==> src/rtl/dmem_axi_bridge.sv <==
// Bridges one CPU load/store at a time onto an AXI4-Lite data-memory bus.
// Store data and strobes are shifted into their word lanes; load data is shifted back and masked to the access size.
module dmem_axi_bridge #(
    parameter int ADDR_W = 32
) (
    input  logic              clk,
    input  logic              nreset,
    input  logic              cpu_req,
    input  logic              cpu_rw,
    input  logic [3:0]        cpu_wstrobe,
    input  logic [ADDR_W-1:0] cpu_addr,
    input  logic [31:0]       cpu_wdata,
    output logic              cpu_busy,
    output logic              cpu_done,
    output logic              cpu_err,
    output logic [31:0]       cpu_rdata,
    output logic [ADDR_W-1:0] m_awaddr,
    output logic              m_awvalid,
    input  logic              m_awready,
    output logic [31:0]       m_wdata,
    output logic [3:0]        m_wstrb,
    output logic              m_wvalid,
    input  logic              m_wready,
    input  logic [1:0]        m_bresp,
    input  logic              m_bvalid,
    output logic              m_bready,
    output logic [ADDR_W-1:0] m_araddr,
    output logic              m_arvalid,
    input  logic              m_arready,
    input  logic [31:0]       m_rdata,
    input  logic [1:0]        m_rresp,
    input  logic              m_rvalid,
    output logic              m_rready
);

    typedef enum logic [2:0] {IDLE, WRITE, WRESP, RADDR, RDATA, DONE} state_t;

    state_t              state_q, state_d;
    logic [ADDR_W-1:0]   addr_q, addr_d;
    logic [31:0]         wdata_q, wdata_d;
    logic [3:0]          wstrb_q, wstrb_d;
    logic [3:0]          size_q, size_d;
    logic [1:0]          off_q, off_d;
    logic                awvalid_q, awvalid_d;
    logic                wvalid_q, wvalid_d;
    logic                bready_q, bready_d;
    logic                arvalid_q, arvalid_d;
    logic                rready_q, rready_d;
    logic                busy_q, busy_d;
    logic                done_q, done_d;
    logic                err_q, err_d;
    logic [31:0]         rdata_q, rdata_d;

    logic                misaligned;
    logic                awDone, wDone;
    logic [31:0]         sizeMask;

    // Illegal size codes are folded into the misaligned error path.
    always_comb begin
        misaligned = 1'b1;
        case (cpu_wstrobe)
            4'b0001: misaligned = 1'b0;
            4'b0011: misaligned = cpu_addr[0];
            4'b1111: misaligned = |cpu_addr[1:0];
            default: misaligned = 1'b1;
        endcase
    end

    always_comb begin
        sizeMask = 32'hFFFF_FFFF;
        case (size_q)
            4'b0001: sizeMask = 32'h0000_00FF;
            4'b0011: sizeMask = 32'h0000_FFFF;
            default: sizeMask = 32'hFFFF_FFFF;
        endcase
    end

    // A channel counts as done once its valid has dropped or is handshaking now.
    assign awDone = !awvalid_q || m_awready;
    assign wDone  = !wvalid_q  || m_wready;

    always_comb begin
        state_d   = state_q;
        addr_d    = addr_q;
        wdata_d   = wdata_q;
        wstrb_d   = wstrb_q;
        size_d    = size_q;
        off_d     = off_q;
        awvalid_d = awvalid_q;
        wvalid_d  = wvalid_q;
        bready_d  = bready_q;
        arvalid_d = arvalid_q;
        rready_d  = rready_q;
        busy_d    = busy_q;
        done_d    = 1'b0;
        err_d     = err_q;
        rdata_d   = rdata_q;
        case (state_q)
            IDLE: begin
                if (cpu_req) begin
                    busy_d  = 1'b1;
                    err_d   = 1'b0;
                    addr_d  = {cpu_addr[ADDR_W-1:2], 2'b00};
                    wdata_d = cpu_wdata << {cpu_addr[1:0], 3'b000};
                    wstrb_d = cpu_wstrobe << cpu_addr[1:0];
                    size_d  = cpu_wstrobe;
                    off_d   = cpu_addr[1:0];
                    if (misaligned) begin
                        err_d   = 1'b1;
                        done_d  = 1'b1;
                        state_d = DONE;
                    end else if (cpu_rw) begin
                        awvalid_d = 1'b1;
                        wvalid_d  = 1'b1;
                        state_d   = WRITE;
                    end else begin
                        arvalid_d = 1'b1;
                        state_d   = RADDR;
                    end
                end
            end
            WRITE: begin
                if (awvalid_q && m_awready) awvalid_d = 1'b0;
                if (wvalid_q && m_wready)   wvalid_d  = 1'b0;
                if (awDone && wDone) begin
                    bready_d = 1'b1;
                    state_d  = WRESP;
                end
            end
            WRESP: begin
                if (m_bvalid) begin
                    bready_d = 1'b0;
                    err_d    = |m_bresp;
                    done_d   = 1'b1;
                    state_d  = DONE;
                end
            end
            RADDR: begin
                if (m_arready) begin
                    arvalid_d = 1'b0;
                    rready_d  = 1'b1;
                    state_d   = RDATA;
                end
            end
            RDATA: begin
                if (m_rvalid) begin
                    rready_d = 1'b0;
                    rdata_d  = (m_rdata >> {off_q, 3'b000}) & sizeMask;
                    err_d    = |m_rresp;
                    done_d   = 1'b1;
                    state_d  = DONE;
                end
            end
            DONE: begin
                busy_d  = 1'b0;
                state_d = IDLE;
            end
            default: state_d = IDLE;
        endcase
    end

    always_ff @(posedge clk) begin
        if (!nreset) begin
            state_q   <= IDLE;
            addr_q    <= '0;
            wdata_q   <= '0;
            wstrb_q   <= '0;
            size_q    <= '0;
            off_q     <= '0;
            awvalid_q <= 1'b0;
            wvalid_q  <= 1'b0;
            bready_q  <= 1'b0;
            arvalid_q <= 1'b0;
            rready_q  <= 1'b0;
            busy_q    <= 1'b0;
            done_q    <= 1'b0;
            err_q     <= 1'b0;
            rdata_q   <= '0;
        end else begin
            state_q   <= state_d;
            addr_q    <= addr_d;
            wdata_q   <= wdata_d;
            wstrb_q   <= wstrb_d;
            size_q    <= size_d;
            off_q     <= off_d;
            awvalid_q <= awvalid_d;
            wvalid_q  <= wvalid_d;
            bready_q  <= bready_d;
            arvalid_q <= arvalid_d;
            rready_q  <= rready_d;
            busy_q    <= busy_d;
            done_q    <= done_d;
            err_q     <= err_d;
            rdata_q   <= rdata_d;
        end
    end

    assign cpu_busy  = busy_q;
    assign cpu_done  = done_q;
    assign cpu_err   = err_q;
    assign cpu_rdata = rdata_q;
    assign m_awaddr  = addr_q;
    assign m_araddr  = addr_q;
    assign m_awvalid = awvalid_q;
    assign m_wdata   = wdata_q;
    assign m_wstrb   = wstrb_q;
    assign m_wvalid  = wvalid_q;
    assign m_bready  = bready_q;
    assign m_arvalid = arvalid_q;
    assign m_rready  = rready_q;

endmodule
==> config.mk <==
export PLATFORM = sky130hd
export DESIGN_NAME = dmem_axi_bridge
export DESIGN_NICKNAME = d
export VERILOG_FILES = /design/src/rtl/dmem_axi_bridge.sv
export SDC_FILE = /design/constraint.sdc
export NUM_CORES = 1
export LEC_CHECK = 0
export BUFFER_PORTS_ARGS = -buffer_cell sky130_fd_sc_hd__buf_2
export CAP_MARGIN = 20
export CORE_MARGIN = 1
export CORE_UTILIZATION = 43
export CTS_CLUSTER_SIZE = 12
export DETAILED_ROUTE_END_ITERATION = 8
export PLACE_DENSITY = 0.8
export SETUP_SLACK_MARGIN = 0.02
export SLEW_MARGIN = 0
export SYNTH_ARGS = -nofsm -noshare
export SYNTH_HDL_FRONTEND = slang
export SYNTH_SLANG_ARGS = --single-unit
==> constraint.sdc <==
create_clock -name clk -period 1.5 [get_ports clk]
set_clock_uncertainty 0.05 [all_clocks]
set_input_delay 0.15 -clock clk [delete_from_list [all_inputs] [get_ports clk]]
set_output_delay 0.15 -clock clk [all_outputs]
set_load 0.05 [all_outputs]
== After elaboration in Yosys (flattened, before gate mapping) ==
Index checks and enable logic that the tools add are counted.

* Flip-flop bits (word level): 115
* Input port bits: 113
* Output and inout port bits: 140
* Logic and storage cells: 105

* Eq/ne operators: 20
* Shift-type cells: 3
* Mux-type cells: 39
* Bitwise operators: 1
* Reduce and logical (&&, ||, !) cells: 27

{| class="wikitable"
|+ Operators by type and width
! cell !! count
|-
| $pmux W32 S2 || 1
|-
| $and A32 B32 Y32 || 1
|-
| $shl A32 B5 Y32 || 1
|-
| $shr A32 B5 Y32 || 1
|-
| $mux W1 || 21
|-
| $ne A2 B2 Y1 const B || 10
|-
| $reduce_and A5 Y1 || 4
|-
| $mux W3 || 6
|-
| $pmux W3 S5 || 1
|-
| $pmux W1 S2 || 6
|-
| $reduce_bool A2 Y1 || 5
|-
| $pmux W1 S3 || 3
|-
| $eq A4 B1 Y1 const B || 2
|-
| $eq A4 B2 Y1 const B || 2
|-
| $eq A3 B2 Y1 const B || 2
|-
| $eq A3 B3 Y1 const B || 2
|-
| $reduce_and A2 Y1 || 3
|-
| $reduce_and A3 Y1 || 2
|-
| $reduce_or A2 Y1 || 3
|-
| $eq A4 B4 Y1 const B || 1
|-
| $reduce_and A4 Y1 || 1
|-
| $shl A4 B2 Y4 || 1
|-
| $eq A3 B1 Y1 const B || 1
|-
| $logic_and A1 B1 Y1 || 3
|-
| 5 further kinds || 7
|}

== Logic depth before layout (Yosys ltp) ==
Gate-level depths: netlist of the first run.

* Word-level depth: 5
* Depth in mapped cells: 8
* Gate-level depth less buffers: 5

== Worst setup path before layout of the first run ==
Ideal clock, no wire load.

* Kind: register to register
* From: reg state_q[2]
* To: reg rdata_q[24] (netlist: cpu_rdata[24])
* Library setup time: 0.066 ns
* Data arrival time: 1.449 ns
* Required time: 1.384 ns
* Setup slack: -0.065 ns
* Cell stages (with the launch flop): 9
* Buffers on the path: 3
* Period minus slack after synthesis: 1.565 ns
* Cell sequence: dfxtp_1 -> buf_4 -> nand4bb_1 -> buf_2 -> or3_1 -> buf_6 -> nor2_8 -> a22oi_1 -> nor2b_1

* Word-level cells in the longest chain between the ends: 2

{| class="wikitable"
|+ RTL lines
! item !! line !! source
|-
| start: declaration || 38 || <nowiki>state_t state_q, state_d;</nowiki>
|-
| start signal: assignment || 180 || <nowiki>state_q <= state_d;</nowiki>
|-
| $eq A3 B3 Y1 || 98 || <nowiki>case (state_q)</nowiki>
|-
| $reduce_and A2 Y1 (no source line) || - ||
|-
| end signal: assignment || 194 || <nowiki>rdata_q <= rdata_d;</nowiki>
|-
| end: declaration || 52 || <nowiki>logic [31:0] rdata_q, rdata_d;</nowiki>
|}

Every way passes these cells.
A chain may end at the register's enable or synchronous reset.

== Final worst setup path of the first run ==
* From: reg state_q[1]
* To: reg wstrb_q[1] (netlist: m_wstrb[1])

* Word-level cells in the longest chain between the ends: 2

{| class="wikitable"
|+ RTL lines
! item !! line !! source
|-
| $logic_not A3 Y1 || 98 ||
|-
| $reduce_and A2 Y1 (no source line) || - ||
|-
| end signal: assignment || 183 || <nowiki>wstrb_q <= wstrb_d;</nowiki>
|-
| end: declaration || 41 || <nowiki>logic [3:0] wstrb_q, wstrb_d;</nowiki>
|}

Every way passes these cells.

==> results.yml, run 1 <==
power:
  p_comb_share_pct: 37.7
  finalPower_mw: 12.58
  powerDensity_nw_per_um2: 1481
  switching_share_pct: 38.34
  peakVddDrop_uv: 795.1
  power_leakage_nw: 3.890
  pwr-share-clk_pct: 32.8
  p_int_mw: 7.755
  switching_power_mw: 4.822
  seqPwrFrac_pct: 29.4
detailed_routing:
  finalWirelength_mm: 18.93
  first_pass_iters: 5
  ant_nets: 0
  post_drt_wl_per_cell_um: 16.69
  vias_per_cell: 5.333
  num_vias: 6048
  first_iter_violations: 422
  drc: 0
cts:
  clock-root-buffer: "clkbuf_16"
  cts-htree-levels: 4
  cts_made_buffers: 17
  cts_max_path_buffers: 2
  cts_sinks: 115
  clkTransAtPathRegs_ns: 0.06
  cts_tree: "yes"
  clock_latency_ns: 0.41
logic_synthesis:
  yosys_warnings: 0
  synth_top_area_share_pct: 40.82
  avgSynthCellArea_um2: 8.431
  synth_top_area_cell: "dfxtp_1"
  synth_seq_cells: 115
  synthTopCellsByArea: "dfxtp_1 (41%), nand2_1 (8.1%), nor2b_1 (7.0%)"
  yosysUniqueCellTypes: 43
  syn_inst: 669
  yosysSeqAreaShare_pct: 40.82
  syn_area_um2: 5640
die:
  coreArea_um2: 12720
  core.rowCount: 41
  die_h_um: 116.5
  die_area_um2: 13580
  io_pins: 253
  die_w_um: 116.5
  start_util_pct: 44.34
min_path:
  min_from: "m_rdata[26]"
  min_path_type: "primary input to flip-flop"
setup_path:
  max_stage_delay_ns: 0.37
  critical_path_required_ns: 1.79
  critPathMaxFanout: 7
  path_class: "flip-flop to flip-flop"
  cp_top_family: "simple AND/OR/NAND/NOR gates"
  start_kind: "flip-flop"
  reg2reg_from: "state_q[1]"
  cp.arrival_ns: 1.98
  critPathBufInv: 2
  slowest_stage: "dfxtp_4"
  path_cells: "nor2_2, buf_4, nand3_4, clkbuf_16, nor3_2, a21oi_1, nor2b_1"
  cp-startpoint: "state_q[1]"
  end_kind: "flip-flop"
global_route:
  grt_max_degree: 51
  grt_overflow: 0
  grt_usage_pct: 24.71
  antenna_found_initial: 0
  grt_pass1_vias: 5294
  grt_pass1_wl_mm: 25.92
placed_design:
  dp_hpwl_mm: 11.22
  portBuffers: 248
  gp_congestion: 0.8655
sta:
  rsz0062_at_grt: "yes"
  tns_ns: -2.663
  setup_viol: 61
  hold_viol_final: 0
  drv_slew: 0
  finalWorstSetupSlack_ns: -0.1960
  period_share_pct: 113.1
  fmax_mhz: 589.6
  layout_min_cycle_time_ns: 1.696
run:
  max-cap-violations: 0
outcome:
  status: "finished, violations left"
  failed_checks: "negative setup slack"
cells_and_area:
  n_antenna_cell: 0
  drive_above_1_share_pct: 38.57
  syn2layout_area_growth_pct: 50.58
  finalNetCount: 1062
==> area by class of cell <==
class,instances,area [um^2]
Multi-Input combinational cell,460,3013
Sequential cell,115,2316
Tap cell,172,215.2
Clock inverter,11,132.6
Timing Repair Buffer,347,2316
Clock buffer,21,470.5
Fill cell,1013,4229
Inverter,8,30.03
==> what timing repair did <==
item	in CTS	in global routing
gates resized for setup	19	39
hold buffers	52	0
endpoints found under the setup margin	72	92
pin swaps	5	6
cloned	2	5
endpoints found under the hold margin	51	0
setup buffers	1	3
==> registers in the layout, indices dropped and copies added, names as in the netlist <==
| name | cells |
|---|---|
| m_wdata | 32 |
| m_awvalid | 1 |
| m_bready | 1 |
| m_wstrb | 4 |
| cpu_rdata | 32 |
| size_q | 4 |
| cpu_done | 1 |
| cpu_busy | 1 |
| m_rready | 1 |
| m_wvalid | 1 |
| m_arvalid | 1 |
| m_araddr | 30 |
| state_q | 3 |
| cpu_err | 1 |
| off_q | 2 |
==> cells by family after synthesis <==
| kind of cell | Yosys count | share of synthesized area, % |
|---|---|---|
| AND/OR/NAND/NOR | 233 | 20.25 |
| AO/OA/AOI/OAI | 187 | 22.94 |
| flip-flops | 115 | 40.82 |
| buffers and inverters | 97 | 9.560 |
| multiplexers | 35 | 6.211 |
| XOR/XNOR | 1 | 0.1553 |
| other | 1 | 0.06648 |
==> metal layers <==
metal / GRT usage (%) / vias up / wire length, um
li1: - / 2843 / -
met1: 30.48 / 2852 / 7726
met2: 40.75 / 310 / 9427
met3: 5.812 / 43 / 1369
met4: 11.56 / 0 / 402
met5: 0 / - / 0
==> worst min-delay path, stage by stage <==
cell and delay, ns:
buf_2 0.14, a22oi_2 0.06, nor2b_1 0.10
==> layout by cell type, fill, tap and decap left out, types with 7 or more instances in the layout <==
| master | count |
|---|---|
| a21oi_1 | 31 |
| o21ai_0 | 20 |
| nor3_2 | 7 |
| mux2i_1 | 30 |
| nor2b_1 | 62 |
| a21boi_0 | 46 |
| and2_1 | 11 |
| o211ai_1 | 10 |
| clkbuf_16 | 21 |
| nand3_1 | 10 |
| a211oi_2 | 13 |
| buf_4 | 29 |
| a211oi_1 | 24 |
| nand2_1 | 121 |
| a22oi_1 | 13 |
| inv_1 | 7 |
| dlygate4sd3_1 | 52 |
| buf_2 | 249 |
| clkinv_2 | 7 |
| dfxtp_1 | 110 |
| o211a_1 | 10 |
==> synthesized netlist by cell type (all sizes together) <==
cell type and number:
or3 1, clkinv 1, a22oi 17, or2 1, conb 1, a21boi 48
a31o 1, nand2 121, and3 1, and4 1, a22o 1, nor3b 1
nand3 11, dfxtp 115, o211a 10, a211oi 37, a31oi 3, nand2b 2
o21ai 23, nor3 10, mux2i 35, xnor2 1, or4 1, inv 7
o311ai 1, o211ai 10, and2 11, nor2 7, a41o 1, clkbuf 27
a21oi 33, nand4 1, buf 62, o22a 1, nand4bb 1, o221ai 1
nor2b 63
==> through the flow <==
step                      util (%)  hold WS (ns)  instances  cell area [um^2]  setup WS, ns
after floorplan                  -        0.2449        672              5658      -0.03558
after global placement       54.75        0.3503       1039              6965      -0.05250
after detailed placement     54.75        0.3576       1039              6965       -0.1341
after CTS                    64.50     0.0002963       1126              8205      -0.02394
after global routing         66.76       0.03605       1134              8493       -0.2381
final                        66.76       0.02399       1134              8493       -0.1960
==> final timing paths <==
| kind | slack (ns) | depth (start not counted) | end |
|---|---|---|---|
| setup reg to reg | -0.20 | 7 | m_wstrb[1] |
| hold / removal | 0.02 | 3 | cpu_rdata[26] |
| hold reg to reg | 0.39 | 2 | m_rready |
| setup / recovery | -0.20 | 7 | m_wstrb[1] |
==> power by group through the flow <==
stage | registers, mW | logic, mW | clock network (mW)
floorplan | 4.82 | 1.97 | 0
global placement | 3.72 | 4.02 | 0
detailed placement | 3.73 | 4.06 | 0
CTS | 3.69 | 4.31 | 4.18
global route | 3.74 | 5.01 | 4.33
finish | 3.70 | 4.75 | 4.13
No activity file was read; power rests on OpenSTA's default activity.
==> run 2, diff against run 1 <==
--- a/config.mk
+++ b/config.mk
@@ -8,10 +8,11 @@
 export BUFFER_PORTS_ARGS = -buffer_cell sky130_fd_sc_hd__buf_2
 export CAP_MARGIN = 20
 export CORE_MARGIN = 1
-export CORE_UTILIZATION = 43
+export CORE_UTILIZATION = 44
+export CTS_BUF_LIST = sky130_fd_sc_hd__clkbuf_8
 export CTS_CLUSTER_SIZE = 12
 export DETAILED_ROUTE_END_ITERATION = 8
-export PLACE_DENSITY = 0.8
+export PLACE_DENSITY = 0.81
 export SETUP_SLACK_MARGIN = 0.02
 export SLEW_MARGIN = 0
 export SYNTH_ARGS = -nofsm -noshare
==> results.yml, run 2 (synthesis gave the netlist of run 1 again) <==
detailed_routing:
  post_drt_wl_per_cell_um: 16.21
  first_iter_violations: 471
  num_vias: 6026
  ant_nets: 0
  finalWirelength_mm: 18.35
  first_pass_iters: 5
  vias_per_cell: 5.323
  drc: 0
setup_path:
  path_class: "primary input to flip-flop"
  critPathMaxFanout: 7
  start_kind: "primary input"
  end_kind: "flip-flop"
  critical_path_required_ns: 1.78
  cp.arrival_ns: 1.80
cts:
  clock_latency_ns: 0.44
  clock-root-buffer: "clkbuf_8"
  cts_max_path_buffers: 2
  cts_made_buffers: 17
  clkTransAtPathRegs_ns: 0.07
  cts_tree: "yes"
  cts_sinks: 115
  cts-htree-levels: 4
outcome:
  failed_checks: "negative setup slack"
  status: "finished, violations left"
cells_and_area:
  finalNetCount: 1064
  final_common_cell: "buf_2"
  fin_area_um2: 8357
  final_cell_mix: "buf_2 (248), nand2_1 (121), dfxtp_1 (110)"
  syn2layout_area_growth_pct: 48.16
  drive_above_1_share_pct: 39.94
  finalNonFillerCells: 1132
  n_antenna_cell: 0
  final_util_pct: 68.15
global_route:
  antenna_found_initial: 0
  grt_usage_pct: 25.80
  grt_overflow: 0
  grt_max_degree: 53
  grt_pass1_vias: 5447
  grt_pass1_wl_mm: 26.25
die:
  core.rowCount: 40
  start_util_pct: 46.00
  io_pins: 253
  die_h_um: 115.2
  die_area_um2: 13280
  die_w_um: 115.2
  coreArea_um2: 12260
placed_design:
  gp_congestion: 0.8768
  dp_hpwl_mm: 11.24
  portBuffers: 248
  placedCellCount: 1038
  placed_area_um2: 6958
sta:
  hold_viol_final: 0
  period_share_pct: 101.4
  finalWorstSetupSlack_ns: -0.02026
  layout_min_cycle_time_ns: 1.520
  slew_headroom_pct: 66.15
  worstMarginPinSlew_ns: 0.5077
  drv_slew: 0
  setup_viol: 2
  rsz0062_at_grt: "yes"
  fmax_mhz: 657.8
min_path:
  min_path_type: "primary input to flip-flop"
power:
  powerDensity_nw_per_um2: 1364
  power_leakage_nw: 3.830
  peakVddDrop_uv: 1069
run:
  max-cap-violations: 0
-- run 2: changes by cell type in the layout (fill, tap and decap cells not counted), moves of 5 or more --
cell / delta
a21boi_0: -38
a21boi_1: +34
clkbuf_16: -19
clkbuf_8: +19
a21oi_1: -8
a21oi_2: +8
nand3_1: -5
nand3_2: +5
-- run 2: what timing repair did --
| item | CTS | global route |
|---|---|---|
| buffers inserted | 1 | 3 |
| hold buffers | 53 | 0 |
| pin swaps | 8 | 11 |
| gates cloned | 3 | 3 |
| endpoints found under the hold margin | 53 | 0 |
| resized for setup | 17 | 95 |
| setup endpoints to repair | 92 | 86 |
-- run 2: worst paths after layout --
path                            slack [ns]            from  depth (start not counted)          end
worst max register to register       -0.01      state_q[0]                          6  m_wdata[16]
worst max-delay path                 -0.02  cpu_wstrobe[0]                          7   state_q[1]
worst min-delay path                  0.06       m_arready                          3     m_rready
worst min register to register        0.39      m_wdata[6]                          2   m_wdata[6]
-- run 2: area by class of cell --
type                    instances  area (um^2)
clock inverters                10        105.1
inverters                       8        30.03
repair buffers                348         2321
multi-input cells             461         3079
well taps                     168        210.2
flip-flops and latches        115         2308
fillers                       923         3905
clock buffers                  22        302.8
-- run 2: per-stage QoR --
stage / setup WS, ns / hold slack (ns) / setup TNS (ns) / total power [mW]
5_1_grt: -0.06873 / 0.04546 / -0.8622 / 11.90
3_3_place_gp: -0.05304 / 0.3496 / -0.4344 / 7.719
4_1_cts: 0.003795 / 0.01971 / 0 / 11.09
3_5_place_dp: -0.09531 / 0.3569 / -1.112 / 7.755
6_report: -0.02026 / 0.06061 / -0.02878 / 11.40
2_1_floorplan: -0.03558 / 0.2449 / -0.2702 / 6.787
-- run 2: layer usage --
layer	global-route usage, %	share of wire (%)	up-vias	routed length [um]
met5	0	0	-	0
met3	6.273	6.0	57	1102
met4	13.16	2.8	0	521
li1	-	-	2858	-
met2	43.49	49	317	9035
met1	30.55	42	2794	7693
-- run 2: power by group --
| part | total, mW | leakage [nW] | internal [mW] | switching (mW) |
|---|---|---|---|---|
| logic | 4.79 | 2.67 | 1.62 | 3.17 |
| clock network | 2.92 | 0.216 | 1.68 | 1.24 |
| registers | 3.69 | 0.940 | 3.43 | 0.262 |
-- run 2: worst max-delay path, cell delays in order --
cell and delay [ns]:
dlygate4sd3_1 0.53, buf_2 0.18, and4_1 0.19, a22o_1 0.27, a21oi_1 0.20, a211oi_1 0.06
o211a_1 0.21
==> run 3, diff against run 2 <==
--- a/config.mk
+++ b/config.mk
@@ -7,8 +7,10 @@
 export LEC_CHECK = 0
 export BUFFER_PORTS_ARGS = -buffer_cell sky130_fd_sc_hd__buf_2
 export CAP_MARGIN = 20
+export CELL_PAD_IN_SITES_DETAIL_PLACEMENT = 1
+export CELL_PAD_IN_SITES_GLOBAL_PLACEMENT = 1
 export CORE_MARGIN = 1
-export CORE_UTILIZATION = 44
+export CORE_UTILIZATION = 31
 export CTS_BUF_LIST = sky130_fd_sc_hd__clkbuf_8
 export CTS_CLUSTER_SIZE = 12
 export DETAILED_ROUTE_END_ITERATION = 8
==> results.yml, run 3 (synthesis gave the netlist of run 1 again) <==
placed_design:
  placedCellCount: 1096
  dp_hpwl_mm: 14.15
  gp_congestion: 0.8785
  placed_area_um2: 7074
  portBuffers: 248
  dp_slack_ns: -0.06178
min_path:
  min_path_type: "primary input to flip-flop"
  hold-path-endpoint: "cpu_rdata[27]"
  min_delay_path_depth: 3
  min_from: "m_rdata[27]"
detailed_routing:
  ant_nets: 0
  vias_per_cell: 5.166
  first_pass_iters: 5
  num_vias: 6117
  first_iter_violations: 316
  finalWirelength_mm: 22.02
  drc: 0
  post_drt_wl_per_cell_um: 18.59
global_route:
  grt_pass1_wl_mm: 32.55
  grt_usage_pct: 22.93
  antenna_found_initial: 0
  grt_overflow: 0
  grt_max_degree: 47
  grt_pass1_vias: 6180
die:
  coreArea_um2: 17540
  start_util_pct: 32.16
  core.rowCount: 48
  die_w_um: 136.9
  die_area_um2: 18740
  io_pins: 253
  die_h_um: 136.9
setup_path:
  reg2reg_slack_ns: -0.11
  path_class: "flip-flop to flip-flop"
  path_cells: "buf_6, nand2b_1, or4_4, o311ai_4, a31oi_2, a31o_1"
  max_stage_delay_ns: 0.44
  end_kind: "flip-flop"
  r2r_cells: 6
  critical_path_required_ns: 1.79
  reg2reg_to: "cpu_err"
  critPathMaxFanout: 4
  slowest_stage: "or4_4"
  start_kind: "flip-flop"
  reg2reg_from: "state_q[1]"
  cp.arrival_ns: 1.90
cells_and_area:
  seq_area_um2: 2316
  finalNetCount: 1059
  fin_area_um2: 8335
  finalNonFillerCells: 1184
  final_common_cell: "buf_2"
  num-fill-cells: 2111
  syn2layout_area_growth_pct: 47.78
  final_cell_mix: "buf_2 (249), nand2_1 (121), dfxtp_1 (110)"
  n_antenna_cell: 0
  drive_above_1_share_pct: 36.70
  multi_input_comb_area_um2: 2953
sta:
  hold_viol_final: 0
  slew_headroom_pct: 59.91
  worstMarginPinSlew_ns: 0.5977
  period_share_pct: 107.3
  hold-worst-slack_ns: 0.04460
  fmax_mhz: 621.0
  drv_slew: 0
  finalWorstSetupSlack_ns: -0.1102
  rsz0062_at_grt: "yes"
  layout_min_cycle_time_ns: 1.610
  setup_viol: 14
cts:
  cts_made_buffers: 17
  clock-root-buffer: "clkbuf_8"
  cts-htree-levels: 4
  cts_sinks: 115
  cts_tree: "yes"
  clock_latency_ns: 0.44
  cts_max_path_buffers: 2
  clkTransAtPathRegs_ns: 0.08
run:
  max-cap-violations: 0
outcome:
  status: "finished, violations left"
  failed_checks: "negative setup slack"
power:
  powerDensity_nw_per_um2: 1426
  power_leakage_nw: 3.781
  peakVddDrop_uv: 633.0
  finalPower_mw: 11.88
-- run 3: changes by cell type in the layout (fill, tap and decap cells not counted), moves of 5 or more --
cell and change:
nand3_1 +5, clkinv_2 -5, a21oi_2 -9, a21boi_0 +39
a21boi_1 -35, a21oi_1 +9
-- run 3: through the flow --
step           util, %    TNS, ns
3_5_place_dp     40.34    -0.3536
5_1_grt          47.53     -4.531
4_1_cts          46.76    -0.2627
3_3_place_gp     40.34  -0.006717
2_1_floorplan        -    -0.2702
6_report         47.53    -0.5449
-- run 3: area by class of cell --
type	count	share of cell area, %
sequential	115	27.78
clock buffer	19	3.137
inverter	8	0.3603
tap	225	3.377
clock inverter	13	2.777
multi-input combinational	460	35.42
timing repair buffer	344	27.14
-- run 3: worst max path at each step --
stage | end | start | slack [ns]
floorplan | cpu_rdata[24] | state_q[2] | -0.04
global placement | cpu_err | state_q[0] | -0.007
detailed placement | cpu_rdata[27] | state_q[0] | -0.06
CTS | cpu_rdata[27] | state_q[0] | -0.06
global route | cpu_err | state_q[1] | -0.17
finish | cpu_err | state_q[1] | -0.11
-- run 3: metal layers --
metal | GRT usage [%] | up-vias | share of wire (%)
li1 | - | 2831 | -
met1 | 25.56 | 2982 | 40
met2 | 39.90 | 238 | 51
met3 | 5.815 | 66 | 5.3
met4 | 12.39 | 0 | 4.0
met5 | 0 | - | 0
-- run 3: what timing repair did --
action                                 CTS  global route
endpoints found under the hold margin   52             0
setup endpoints to repair               44           103
pin swaps                                7             6
hold buffers                            52             0
cloned                                   2             1
resized for setup                       19            28
buffers inserted                         0             1
-- run 3: worst max-delay path: cells and delay by family (launching register included) --
kind | cells | cell delay, ns
compound gates | 3 | 0.45
buf+inv | 1 | 0.10
flops | 1 | 0.37
simple gates | 2 | 0.53
-- run 3: power by group --
group          switching, mW  total, mW  leakage, nW  internal [mW]
clock                   1.36       3.60        0.236           2.23
sequential             0.250       3.68        0.941           3.43
combinational           3.15       4.60         2.60           1.45
